File: config.mk
export PLATFORM = sky130hd
export DESIGN_NAME = clk_div_cfg
export DESIGN_NICKNAME = d
export VERILOG_FILES = /design/src/rtl/clk_div_cfg.sv
export SDC_FILE = /design/constraint.sdc
export NUM_CORES = 1
export LEC_CHECK = 0
export CORE_MARGIN = 3
export CORE_UTILIZATION = 47
export CTS_BUF_LIST = sky130_fd_sc_hd__clkbuf_8
export DETAILED_ROUTE_END_ITERATION = 10
export GPL_ROUTABILITY_DRIVEN = 0
export PLACE_DENSITY = 0.77
export RECOVER_POWER = 50
export SYNTH_ARGS = -nofsm -noshare
export SYNTH_HDL_FRONTEND = slang
export SYNTH_SLANG_ARGS = --single-unit
File: constraint.sdc
create_clock -name i_ref_clk -period 1.68 [get_ports i_ref_clk]
set_input_delay 0.252 -clock i_ref_clk [delete_from_list [all_inputs] [get_ports i_ref_clk]]
set_output_delay 0.252 -clock i_ref_clk [all_outputs]
set_load 0.02 [all_outputs]
File: src/rtl/clk_div_cfg.sv
// Glitch-safe reconfiguration sequencer for a downstream clock divider.
// The enable is gated off around every ratio change, so the ratio only moves while the divider is stopped.
module clk_div_cfg #(
    parameter int RATIO_WIDTH   = 8,
    parameter int SETTLE_CYCLES = 4
) (
    input  logic                   i_ref_clk,
    input  logic                   i_rst,
    input  logic                   i_req_valid,
    input  logic [RATIO_WIDTH-1:0] i_req_ratio,
    input  logic                   i_req_en,
    output logic                   o_req_ready,
    output logic [RATIO_WIDTH-1:0] o_div_ratio,
    output logic                   o_clk_en,
    output logic                   o_busy,
    output logic                   o_done,
    output logic                   o_bypass
);

    localparam int CNT_W = $clog2(SETTLE_CYCLES + 1);
    localparam logic [CNT_W-1:0] CNT_LAST = CNT_W'(SETTLE_CYCLES - 1);

    typedef enum logic [1:0] {
        IDLE   = 2'd0,
        GATE   = 2'd1,
        LOAD   = 2'd2,
        SETTLE = 2'd3
    } state_t;

    state_t                 r_state;
    logic [CNT_W-1:0]       r_cnt;
    logic [RATIO_WIDTH-1:0] r_pend_ratio;
    logic                   r_pend_en;
    logic [RATIO_WIDTH-1:0] r_div_ratio;
    logic                   r_clk_en;
    logic                   r_done;

    logic w_accept;
    logic w_same;

    assign w_accept = i_req_valid && o_req_ready;
    assign w_same   = (i_req_ratio == r_div_ratio) && (i_req_en == r_clk_en);

    // NOTE: all state below updates with <=, so every branch sees the values from before this edge.
    always_ff @(posedge i_ref_clk or posedge i_rst) begin
        if (i_rst) begin
            r_state      <= IDLE;
            r_cnt        <= '0;
            r_pend_ratio <= '0;
            r_pend_en    <= 1'b0;
            r_div_ratio  <= '0;
            r_clk_en     <= 1'b0;
            r_done       <= 1'b0;
        end else begin
            r_done <= 1'b0;
            case (r_state)
                IDLE: begin
                    if (w_accept) begin
                        r_pend_ratio <= i_req_ratio;
                        r_pend_en    <= i_req_en;
                        if (w_same) begin
                            r_done <= 1'b1;
                        end else begin
                            r_state  <= GATE;
                            r_clk_en <= 1'b0;
                            r_cnt    <= '0;
                        end
                    end
                end
                GATE: begin
                    if (r_cnt == CNT_LAST) begin
                        r_state <= LOAD;
                    end else begin
                        r_cnt <= r_cnt + 1'b1;
                    end
                end
                LOAD: begin
                    r_div_ratio <= r_pend_ratio;
                    r_cnt       <= '0;
                    r_state     <= SETTLE;
                end
                SETTLE: begin
                    if (r_cnt == CNT_LAST) begin
                        r_clk_en <= r_pend_en;
                        r_done   <= 1'b1;
                        r_state  <= IDLE;
                    end else begin
                        r_cnt <= r_cnt + 1'b1;
                    end
                end
                default: r_state <= IDLE;
            endcase
        end
    end

    assign o_req_ready = (r_state == IDLE) && !i_rst;
    assign o_busy      = (r_state != IDLE);
    assign o_div_ratio = r_div_ratio;
    assign o_clk_en    = r_clk_en;
    assign o_done      = r_done;
    assign o_bypass    = (r_div_ratio < RATIO_WIDTH'(2)) || !r_clk_en;

endmodule

## Word-level counts from Yosys, hierarchy flattened

Index checks and enable logic that the tools add are counted.

- Register bits: 24
- Bits of input ports: 12
- Output and inout port bits: 13
- Word-level logic and storage cells: 51

- Add/sub/neg operators: 1
- Equality and inequality tests: 11
- Magnitude comparators: 1
- Mux-type cells: 17
- Reductions and logical operators: 14

Operators with widths:

| cell | number |
|---|---|
| != test 2 bit (second input constant) | 5 |
| two-way mux 3 bit | 3 |
| one-hot mux 3 bit (3 select lines) | 1 |
| equality test 8 bit | 1 |
| < comparator 8 x 2 -> 1 bit (second input constant) | 1 |
| two-way mux 2 bit | 4 |
| one-hot mux 2 bit (4 select lines) | 1 |
| AND reduction 4 bit | 2 |
| two-way mux 1 bit | 6 |
| equality test 2 bit (second input constant) | 2 |
| one-hot mux 1 bit (2 select lines) | 2 |
| nonzero test 2 bit | 2 |
| adder 3 x 1 -> 3 bit (second input constant) | 1 |
| equality test 3 x 2 -> 1 bit (second input constant) | 1 |
| logical AND 1 bit | 3 |
| AND reduction 3 bit | 1 |
| equality test 2 x 1 -> 1 bit (second input constant) | 1 |
| zero test 1 bit | 2 |
| zero test 2 bit | 1 |
| AND reduction 2 bit | 1 |
| OR reduction 2 bit | 1 |
| equality test 1 bit | 1 |
| logical OR 1 bit | 1 |

## Logic depth before layout (Yosys ltp)

Gate-level depths: netlist of the first run.

- Depth after elaboration: 5
- Depth in mapped cells: 7
- Depth with buffers taken out: 7

## Least setup slack after synthesis of the first run

No wires, ideal clock.

- Path kind: reg-to-output
- Start point: register r_div_ratio[5] (netlist: o_div_ratio[5])
- End point: output o_bypass
- Required time: 1.428 ns
- Arrival: 1.727 ns
- Path buffers: 0
- Setup slack: -0.299 ns
- Cell stages (with the launch flop): 3
- Cells stage by stage: dfrtp_1 -> or4_1 -> o41ai_1

- Longest elaborated chain between the ends: 2

Ends and longest elaborated chain:

| element | RTL line | source |
|---|---|---|
| from (decl) | 34 | `logic [RATIO_WIDTH-1:0] r_div_ratio;` |
| from (signal assigned) | 78 | `r_div_ratio <= r_pend_ratio;` |
| < comparator 8 x 2 -> 1 bit | 101 | `assign o_bypass = (r_div_ratio < RATIO_WIDTH'(2)) \|\| !r_clk_en;` |
| logical OR 1 bit | 101 |  |
| to (decl) | 17 | `output logic o_bypass` |

No other way between the ends.

## Worst setup path in the final report of the first run

- Start point: register r_div_ratio[6] (netlist: o_div_ratio[6])
- End point: output o_bypass

The elaborated chain is that of the path after synthesis.

==> results of run 1 <==
## cell type report
cell class                      count  area, um^2
Multi-Input combinational cell     61         734
Sequential cell                    24         608
Fill cell                         146         454
Timing Repair Buffer               49         428
Clock buffer                        4        55.1
Tap cell                           28        35.0
Inverter                            6        25.0
## stage by stage
step | total power [uW] | hold WS [ns] | std cells | setup slack (ns)
3_3_place_gp | 2770 | 0.466 | 160 | -0.322
5_1_grt | 3950 | 0.457 | 172 | -0.272
6_report | 3750 | 0.446 | 172 | -0.218
3_5_place_dp | 2870 | 0.482 | 160 | -0.360
4_1_cts | 3410 | 0.446 | 167 | -0.186
2_1_floorplan | 2060 | 0.266 | 93 | -0.0598
## critical path, cell delays in order (launching register included)
cell and delay (ns):
dfrtp_2 0.42, or4_1 0.54, o41ai_2 0.21, buf_2 0.21
## layout by cell type, fill, tap and decap left out, drive strengths merged, types with 2 or more instances in the layout
cell | synthesis | layout
o31ai | 2 | 2
xnor2 | 9 | 9
buf | 0 | 23
clkdlybuf4s50 | 0 | 17
o2bb2ai | 3 | 3
ha | 7 | 7
clkbuf | 2 | 9
inv | 6 | 6
nand2 | 2 | 2
nor2 | 4 | 4
dfrtp | 24 | 24
o41ai | 2 | 2
mux2 | 18 | 18
nand3 | 2 | 2
dlygate4sd2 | 0 | 2
or3 | 2 | 2
## power groups by stage
stage,sequential (uW),clock (uW),combinational [uW]
2_1_floorplan,1160,0,905
3_3_place_gp,1020,0,1750
3_5_place_dp,1050,0,1820
4_1_cts,1040,396,1970
5_1_grt,1110,435,2400
6_report,1080,398,2280
## final timing paths
path	start	cells after the start	to	slack [ns]
min	i_req_ratio[4]	2	r_pend_ratio[4]	0.45
max	o_div_ratio[6]	3	o_bypass	-0.22
max reg2reg	o_div_ratio[6]	6	r_state[1]	-0.12
max in group asynchronous	i_rst	4	o_div_ratio[6]	0.55
min reg2reg	r_pend_ratio[4]	1	r_pend_ratio[4]	0.50
min in group asynchronous	i_rst	4	r_pend_ratio[4]	0.69
## metal layers
layer / global-route usage [%] / vias up / share of wire, %
met5: 0 / - / 0
met4: 6.62 / 0 / 1.5
met3: 4.37 / 6 / 3.7
met2: 32.8 / 28 / 53
met1: 24.1 / 495 / 42
li1: - / 432 / -
## sequential cells by signal (all words and copies together), names as in the netlist
signal and flops:
o_clk_en 1, o_div_ratio 8, o_done 1, r_cnt 3
r_pend_en 1, r_pend_ratio 8, r_state 2
## kinds of logic after synthesis
logic type	synth area share [%]
flops	49.3
fa+ha+maj	7.19
simple gates	7.40
buf+inv	2.47
compound gates	8.74
mux	17.8
xor+xnor	7.09
## repair_timing
| item | 4_1_cts | 5_1_grt |
|---|---|---|
| resized for setup | 19 | 21 |
| pin swaps | 9 | 13 |
| setup buffers | 3 | 6 |
| setup endpoints to repair | 8 | 10 |
| hold buffers | 0 | 0 |
==> metrics.yaml, run 1 <==
crit_type: "reg -> out"
rsz0062_at_grt: "true"
ir_drop_mv: 1.42
drcViolationCount: 0
cts.sinks: 24
clock-skew-final_ns: 0.00541
die_h_um: 56.9
clkLatencyLatePin_ns: 0.27
arrival_ns: 1.65
crit_required_ns: 1.43
cts_buffers: 3
clockBufferDepth: 2
viasPerCell: 5.59
netlist_top_cells_area: "dfrtp_1, mux2_1, ha_1, xnor2_1, mux2_2"
final.setup.tns_ns: -0.592
critPathLaunchType: "flip-flop"
boundaryPins: 25
synth_common_cells: "dfrtp_1, mux2_1, xnor2_1"
hpwlAfterDp_mm: 2.06
fin_ws_ns: -0.218
firstDrtPassIters: 4
die-area_um2: 3240
cp-end-kind: "output port"
grt_overflow: 0
maxCapViolations: 0
ys_warn_count: 0
htree_num_levels: 1
p_clk_share_pct: 10.6
grt.total_usage_pct: 19.4
antenna_left: 0
maxSlewHeadroom_pct: 59.0
port_buffers: 24
tightest_slew_ns: 0.615
core_um2: 2340
report.final.slew_viol_count: 0
syn_area_um2: 1220
hold_path_class: "in -> reg"
synth.top_cell.area_share_pct: 49.3
pwr-share-seq_pct: 28.7
routed_wl_mm: 3.43
final-setup-viol-count: 8
netlist_instances: 93
antenna_found_initial: 0
finalCritPeriodShare_pct: 113
max_clock_freq_mhz: 527
synth_largest_area_cell: "dfrtp_1"
first_iter_violations: 21
synth.net_count: 112
vias: 961
violations: "setup timing"
swShare_pct: 38.8
antenna_cells: 0
root_buffer: "clkbuf_8"
die_w_um: 56.9
ys.flop_type: "dfrtp_1"
ys_seq_elements: 24
path_clk_slew_ns: 0.09
fin_crit_ns: 1.90
area_delta_synth_final_pct: 54.9
synth-seq-area-share_pct: 49.3
final_nets: 164
yosysMostFrequentCell: "dfrtp_1"
status: "finished with violations"
combPwrFrac_pct: 60.7
cts_tree: "yes"
p_int_uw: 2300
synth_cell_type_count: 29
initial_core_util_pct: 52.0
placed_area_um2: 1660
finalHoldViolations: 0
p_leak_uw: 0.000853
power_switching_uw: 1450
rows: 17
drive_above_1_share_pct: 47.2
fin_area_um2: 1890
grt_max_degree: 25
synth_edf_count: 0
grt_pass1_wl_mm: 4.80
wl_per_cell_um: 20.0
path_max_fanout: 2
avgSynthCellArea_um2: 13.1
power_density_nw_per_um2: 1990
grt_pass1_vias: 987
final_util_pct: 80.6
synthArstFlopShare_pct: 100
Note: power is estimated with default switching activity, not from simulation.
==> inputs of run 2 (changes only) <==
--- a/config.mk
+++ b/config.mk
@@ -5,6 +5,7 @@
 export SDC_FILE = /design/constraint.sdc
 export NUM_CORES = 1
 export LEC_CHECK = 0
+export CAP_MARGIN = 20
 export CORE_MARGIN = 3
 export CORE_UTILIZATION = 47
 export CTS_BUF_LIST = sky130_fd_sc_hd__clkbuf_8
@@ -15,3 +16,4 @@
 export SYNTH_ARGS = -nofsm -noshare
 export SYNTH_HDL_FRONTEND = slang
 export SYNTH_SLANG_ARGS = --single-unit
+export TNS_END_PERCENT = 30
==> run 2 against run 1 <==
Worst hold slack barely moved. Register-to-register slack worse by 0.11 ns. Maximum frequency down 0.39%. Final cell count shrank 4.1%. Global-route usage decreased by 0.28 points. Cell area shrank 7.2%. Clock skew up 0.0013 ns. The flow still finishes with violations (setup timing). Via count fell by 10%. Largest cell class unchanged. Sequential share of layout area is 2.1 points higher.
==> metrics.yaml, run 2 (synthesized netlist as in run 1, its figures left out) <==
status: "finished with violations"  # unchanged
violations: "setup timing"  # unchanged
wl_per_cell_um: 16.6  # was 20.0 um
die_h_um: 56.9  # unchanged
grt.total_usage_pct: 19.1  # was 19.4%
grt_pass1_vias: 955  # was 987
antenna_left: 0  # unchanged
finalCritPeriodShare_pct: 113  # about the same
post-place-cells: 161  # was 160
seq_area_um2: 602  # was 608 um^2
rsz0062_at_grt: "true"  # unchanged
cp-end-kind: "flip-flop"  # was output port
cp-startpoint: "o_div_ratio[5]"  # was o_div_ratio[6]
boundaryPins: 25  # unchanged
fin_crit_ns: 1.91  # was 1.90 ns
grt_use_met1_pct: 26.2  # was 24.1%
finalHoldViolations: 0  # unchanged
tightest_slew_ns: 0.583  # was 0.615 ns
antenna_cells: 0  # unchanged
path_max_fanout: 3  # was 2
fin_area_um2: 1750  # was 1890 um^2
power_density_nw_per_um2: 1930  # was 1990 nW/um^2
worstHoldStart: "i_req_ratio[4]"  # unchanged
final_nets: 157  # was 164
placed_area_um2: 1630  # was 1660 um^2
maxCapViolations: 0  # unchanged
reg2reg_depth: 6  # unchanged
routed_wl_mm: 2.75  # was 3.43 mm
vias: 864  # was 961
clkLatencyLatePin_ns: 0.26  # was 0.27 ns
clockBufferDepth: 2  # unchanged
viasPerCell: 5.24  # was 5.59
gr-max-usage-layer: "met2"  # unchanged
die-area_um2: 3240  # unchanged
final_util_pct: 74.8  # was 80.6%
cts.sinks: 24  # unchanged
rows: 17  # unchanged
final-setup-viol-count: 7  # was 8
maxSlewHeadroom_pct: 61.1  # was 59.0%
hold_path_class: "in -> reg"  # unchanged
hpwlAfterDp_mm: 1.97  # was 2.06 mm
grt_overflow: 0  # unchanged
grt_pass1_wl_mm: 4.80  # about the same
power_uw: 3380  # was 3750 uW
hold-worst-slack_ns: 0.446  # about the same
clock-skew-final_ns: 0.00669  # was 0.00541 ns
p_leak_uw: 0.000819  # was 0.000853 uW
drcViolationCount: 0  # unchanged
arrival_ns: 2.05  # was 1.65 ns
root_buffer: "clkbuf_8"  # unchanged
postCtsHoldBufs: 0  # unchanged
whs_path_depth: 2  # unchanged
cts_setup_buffers: 0  # was 3
cts_buffers: 3  # unchanged
port_buffers: 24  # unchanged
whs_endpoint: "r_pend_ratio[4]"  # unchanged
drive_above_1_share_pct: 33.6  # was 47.2%
final_common_cell: "dfrtp_1"  # unchanged
first_iter_violations: 12  # was 21
die_w_um: 56.9  # unchanged
report.final.slew_viol_count: 0  # unchanged
fin_ws_ns: -0.226  # was -0.218 ns
crit_required_ns: 1.83  # was 1.43 ns
use_met3_pct: 3.68  # was 4.37%
rr_startpoint: "o_div_ratio[5]"  # was o_div_ratio[6]
area_delta_synth_final_pct: 43.8  # was 54.9%
use_met2_pct: 30.7  # was 32.8%
max_clock_freq_mhz: 525  # was 527 MHz
reg2reg_to: "r_state[1]"  # unchanged
ir_drop_mv: 1.24  # was 1.42 mV
finalNonFillerCells: 165  # was 172
path_clk_slew_ns: 0.09  # about the same
layout_common_cells: "dfrtp_1, clkdlybuf4s50_1, buf_4"  # unchanged
grt_max_degree: 25  # unchanged
cts_tree: "yes"  # unchanged
n_fill_cell: 170  # was 146
multiInputGateArea_um2: 656  # was 734 um^2
core_um2: 2340  # unchanged
rrSetupSlack_ns: -0.23  # was -0.12 ns
htree_num_levels: 1  # unchanged
critPathLaunchType: "flip-flop"  # unchanged
antenna_found_initial: 0  # unchanged
initial_core_util_pct: 52.0  # unchanged
firstDrtPassIters: 4  # unchanged
crit_type: "reg -> reg"  # was reg -> out
[run 2: cell types whose count changed in the layout (fill, tap and decap cells not counted), moves of 2 or more]
| cell | before | now |
|---|---|---|
| dfrtp_2 | 6 | 1 |
| buf_6 | 4 | 2 |
| clkbuf_2 | 3 | 1 |
| buf_4 | 17 | 15 |
| xnor2_2 | 8 | 5 |
| xnor2_1 | 1 | 4 |
| dfrtp_1 | 18 | 23 |
| o2bb2ai_1 | 0 | 2 |
[run 2: how the worst max path moves through the flow]
stage	to	slack, ns
floorplan	r_state[1]	-0.15
global placement	o_bypass	-0.31
detailed placement	o_bypass	-0.39
CTS	o_bypass	-0.22
global route	o_bypass	-0.29
finish	r_state[1]	-0.23
[run 2: power breakdown]
part	switching, uW	internal, uW	leakage, uW
Clock	176	318	0.0000357
Sequential	186	845	0.000295
Combinational	868	990	0.000488
Total	1230	2150	0.000819
[run 2: layout make-up]
class	count	share of cell area [%]
repair buffers	42	20.8
inverters	6	1.29
clock inverters	1	1.72
well taps	28	2.00
flip-flops and latches	24	34.4
clock buffers	3	2.36
multi-input cells	61	37.5
[run 2: layer usage]
layer  wire length, um  share of wire [%]
met5                 0                  0
met2              1390                 51
met1              1160                 42
met4                31                1.1
met3               160                5.8
[run 2: what timing repair did]
| action | CTS | global route |
|---|---|---|
| pin swaps | 3 | 2 |
| setup endpoints to repair | 8 | 10 |
| endpoints found under the hold margin | 0 | 0 |
| gates resized for setup | 21 | 6 |
[run 2: critical path, cell delays in order (launching register included)]
cell,delay (ns)
dfrtp_1,0.39
buf_4,0.15
xnor2_2,0.15
nand4_1,0.20
o41ai_4,0.40
o21bai_4,0.19
mux2_4,0.31
[run 2: per-stage QoR]
| stage | setup WS (ns) | setup TNS (ns) |
|---|---|---|
| 2_1_floorplan | -0.153 | -0.201 |
| 3_3_place_gp | -0.305 | -1.59 |
| 3_5_place_dp | -0.385 | -1.91 |
| 4_1_cts | -0.219 | -0.316 |
| 5_1_grt | -0.294 | -1.44 |
| 6_report | -0.226 | -1.01 |
==> inputs of run 3 (changes only) <==
--- a/config.mk
+++ b/config.mk
@@ -13,6 +13,7 @@
 export GPL_ROUTABILITY_DRIVEN = 0
 export PLACE_DENSITY = 0.77
 export RECOVER_POWER = 50
+export SKIP_LAST_GASP = 1
 export SYNTH_ARGS = -nofsm -noshare
 export SYNTH_HDL_FRONTEND = slang
 export SYNTH_SLANG_ARGS = --single-unit
==> run 3 against run 2 <==
The flow still finishes with violations (setup timing). Critical endpoint is now o_bypass. Critical path depth down 3. Worst hold slack better by 0.044 ns. Highest routed layer unchanged. Clock skew down 0.0020 ns. Sequential cell count unchanged. Largest power group unchanged. Total power down 3.7%. Combinational power down 6%. Worst setup slack better by 0.015 ns. Count of clock-buffer cells in the layout unchanged. Cell area down 2.1%.
==> metrics.yaml, run 3 (synthesized netlist as in run 1, its figures left out) <==
clkLatencyLatePin_ns: 0.26  # about the same
gr-max-usage-layer: "met2"  # unchanged
cts.sinks: 24  # unchanged
crit_type: "reg -> out"  # was reg -> reg
port_buffers: 24  # unchanged
crit_path_max_incr_delay_ns: 0.54  # was 0.40 ns
report.final.slew_viol_count: 0  # unchanged
crit_required_ns: 1.43  # was 1.83 ns
drive_above_1_share_pct: 26.8  # was 33.6%
final-setup-viol-count: 6  # was 7
crit_family: "simple AND/OR/NAND/NOR gates"  # was compound AO/OA/AOI/OAI gates
boundaryPins: 25  # unchanged
die_w_um: 56.9  # unchanged
critPathLaunchType: "flip-flop"  # unchanged
final_common_cell: "dfrtp_1"  # unchanged
whs_path_depth: 1  # was 2
hold_path_class: "reg -> reg"  # was in -> reg
grt_use_met1_pct: 25.7  # was 26.2%
max_clock_freq_mhz: 529  # was 525 MHz
area_delta_synth_final_pct: 40.7  # was 43.8%
fin_crit_ns: 1.89  # was 1.91 ns
grt_overflow: 0  # unchanged
violations: "setup timing"  # unchanged
worstHoldStart: "r_pend_ratio[3]"  # was i_req_ratio[4]
rr_startpoint: "o_div_ratio[5]"  # unchanged
postCtsHoldBufs: 0  # unchanged
firstDrtPassIters: 4  # unchanged
tightest_slew_ns: 0.598  # was 0.583 ns
power_density_nw_per_um2: 1900  # was 1930 nW/um^2
cp-startpoint: "o_div_ratio[5]"  # unchanged
crit_chain: "or4_1, o41ai_2, buf_4"  # was buf_4, xnor2_2, nand4_1, o41ai_4, o21bai_4, mux2_4
layout_common_cells: "dfrtp_1, clkdlybuf4s50_1, buf_4"  # unchanged
fin_ws_ns: -0.210  # was -0.226 ns
hpwlAfterDp_mm: 1.97  # unchanged
wl_per_cell_um: 15.2  # was 16.6 um
reg2reg_depth: 6  # unchanged
die_h_um: 56.9  # unchanged
cts_buffers: 3  # unchanged
critPathBufInv: 1  # unchanged
initial_core_util_pct: 52.0  # unchanged
use_met3_pct: 3.22  # was 3.68%
ir_drop_mv: 1.26  # was 1.24 mV
viasPerCell: 5.22  # was 5.24
finalCritPeriodShare_pct: 113  # about the same
antenna_cells: 0  # unchanged
grt_max_degree: 25  # unchanged
routed_wl_mm: 2.53  # was 2.75 mm
grt.total_usage_pct: 18.2  # was 19.1%
final.setup.tns_ns: -0.455  # was -1.01 ns
rsz0062_at_grt: "true"  # unchanged
hold-worst-slack_ns: 0.490  # was 0.446 ns
antenna_left: 0  # unchanged
antenna_found_initial: 0  # unchanged
final_nets: 158  # was 157
rows: 17  # unchanged
drcViolationCount: 0  # unchanged
maxSlewHeadroom_pct: 60.1  # was 61.1%
clock-skew-final_ns: 0.00467  # was 0.00669 ns
arrival_ns: 1.64  # was 2.05 ns
cts_tree: "yes"  # unchanged
root_buffer: "clkbuf_8"  # unchanged
status: "finished with violations"  # unchanged
use_met2_pct: 28.9  # was 30.7%
p_leak_uw: 0.000788  # was 0.000819 uW
htree_num_levels: 1  # unchanged
cpMaxStageDelayCell: "or4_1"  # was o41ai_4
finalHoldViolations: 0  # unchanged
clockBufferDepth: 2  # unchanged
grt_pass1_vias: 933  # was 955
vias: 867  # was 864
cp-end-kind: "output port"  # was flip-flop
critical_path_depth: 3  # was 6
first_iter_violations: 19  # was 12
die-area_um2: 3240  # unchanged
path_clk_slew_ns: 0.08  # was 0.09 ns
grt_pass1_wl_mm: 4.60  # was 4.80 mm
path_max_fanout: 2  # was 3
maxCapViolations: 0  # unchanged
core_um2: 2340  # unchanged
run 3: cell types whose count changed in the layout (fill, tap and decap cells not counted), moves of 3 or more:
cell / delta
clkdlybuf4s50_1: +4
buf_4: +3
xnor2_1: +3
xnor2_2: -3
run 3: metal layers:
metal | wire length (um) | vias to the layer above
met3 | 142 | 4
met2 | 1240 | 27
met4 | 23 | 0
met1 | 1120 | 420
li1 | - | 416
met5 | 0 | -
run 3: layout make-up:
| class | instances | area [um^2] |
|---|---|---|
| Clock buffer | 3 | 41.3 |
| Timing Repair Buffer | 43 | 379 |
| Tap cell | 28 | 35.0 |
| Clock inverter | 1 | 30.0 |
| Fill cell | 173 | 627 |
| Inverter | 6 | 22.5 |
| Multi-Input combinational cell | 61 | 604 |
| Sequential cell | 24 | 601 |
run 3: per-stage QoR:
stage	utilization (%)	worst slack, ns	cells	instance area [um^2]	power, uW
floorplan	-	-0.153	93	1220	2000
global placement	69.6	-0.305	161	1630	2670
finish	73.2	-0.210	166	1710	3260
detailed placement	69.6	-0.385	161	1630	2750
CTS	72.4	-0.231	165	1690	3250
global route	73.2	-0.299	166	1710	3490
run 3: path summary, 6_finish.rpt:
check	to	slack (ns)
hold reg to reg	o_div_ratio[3]	0.49
hold / removal	o_div_ratio[3]	0.49
max in group asynchronous	r_pend_ratio[4]	0.56
min in group asynchronous	o_div_ratio[0]	0.72
setup reg to reg	r_state[1]	-0.09
setup / recovery	o_bypass	-0.21
run 3: timing repair:
action / CTS / global route
pin swaps: 0 / 1
setup buffers: 0 / 1
setup endpoints to repair: 8 / 12
resized for setup: 6 / 4
run 3: report_power, final:
part | switching, uW | internal (uW) | total (uW)
logic | 807 | 941 | 1750
clock network | 174 | 318 | 492
registers | 176 | 842 | 1020
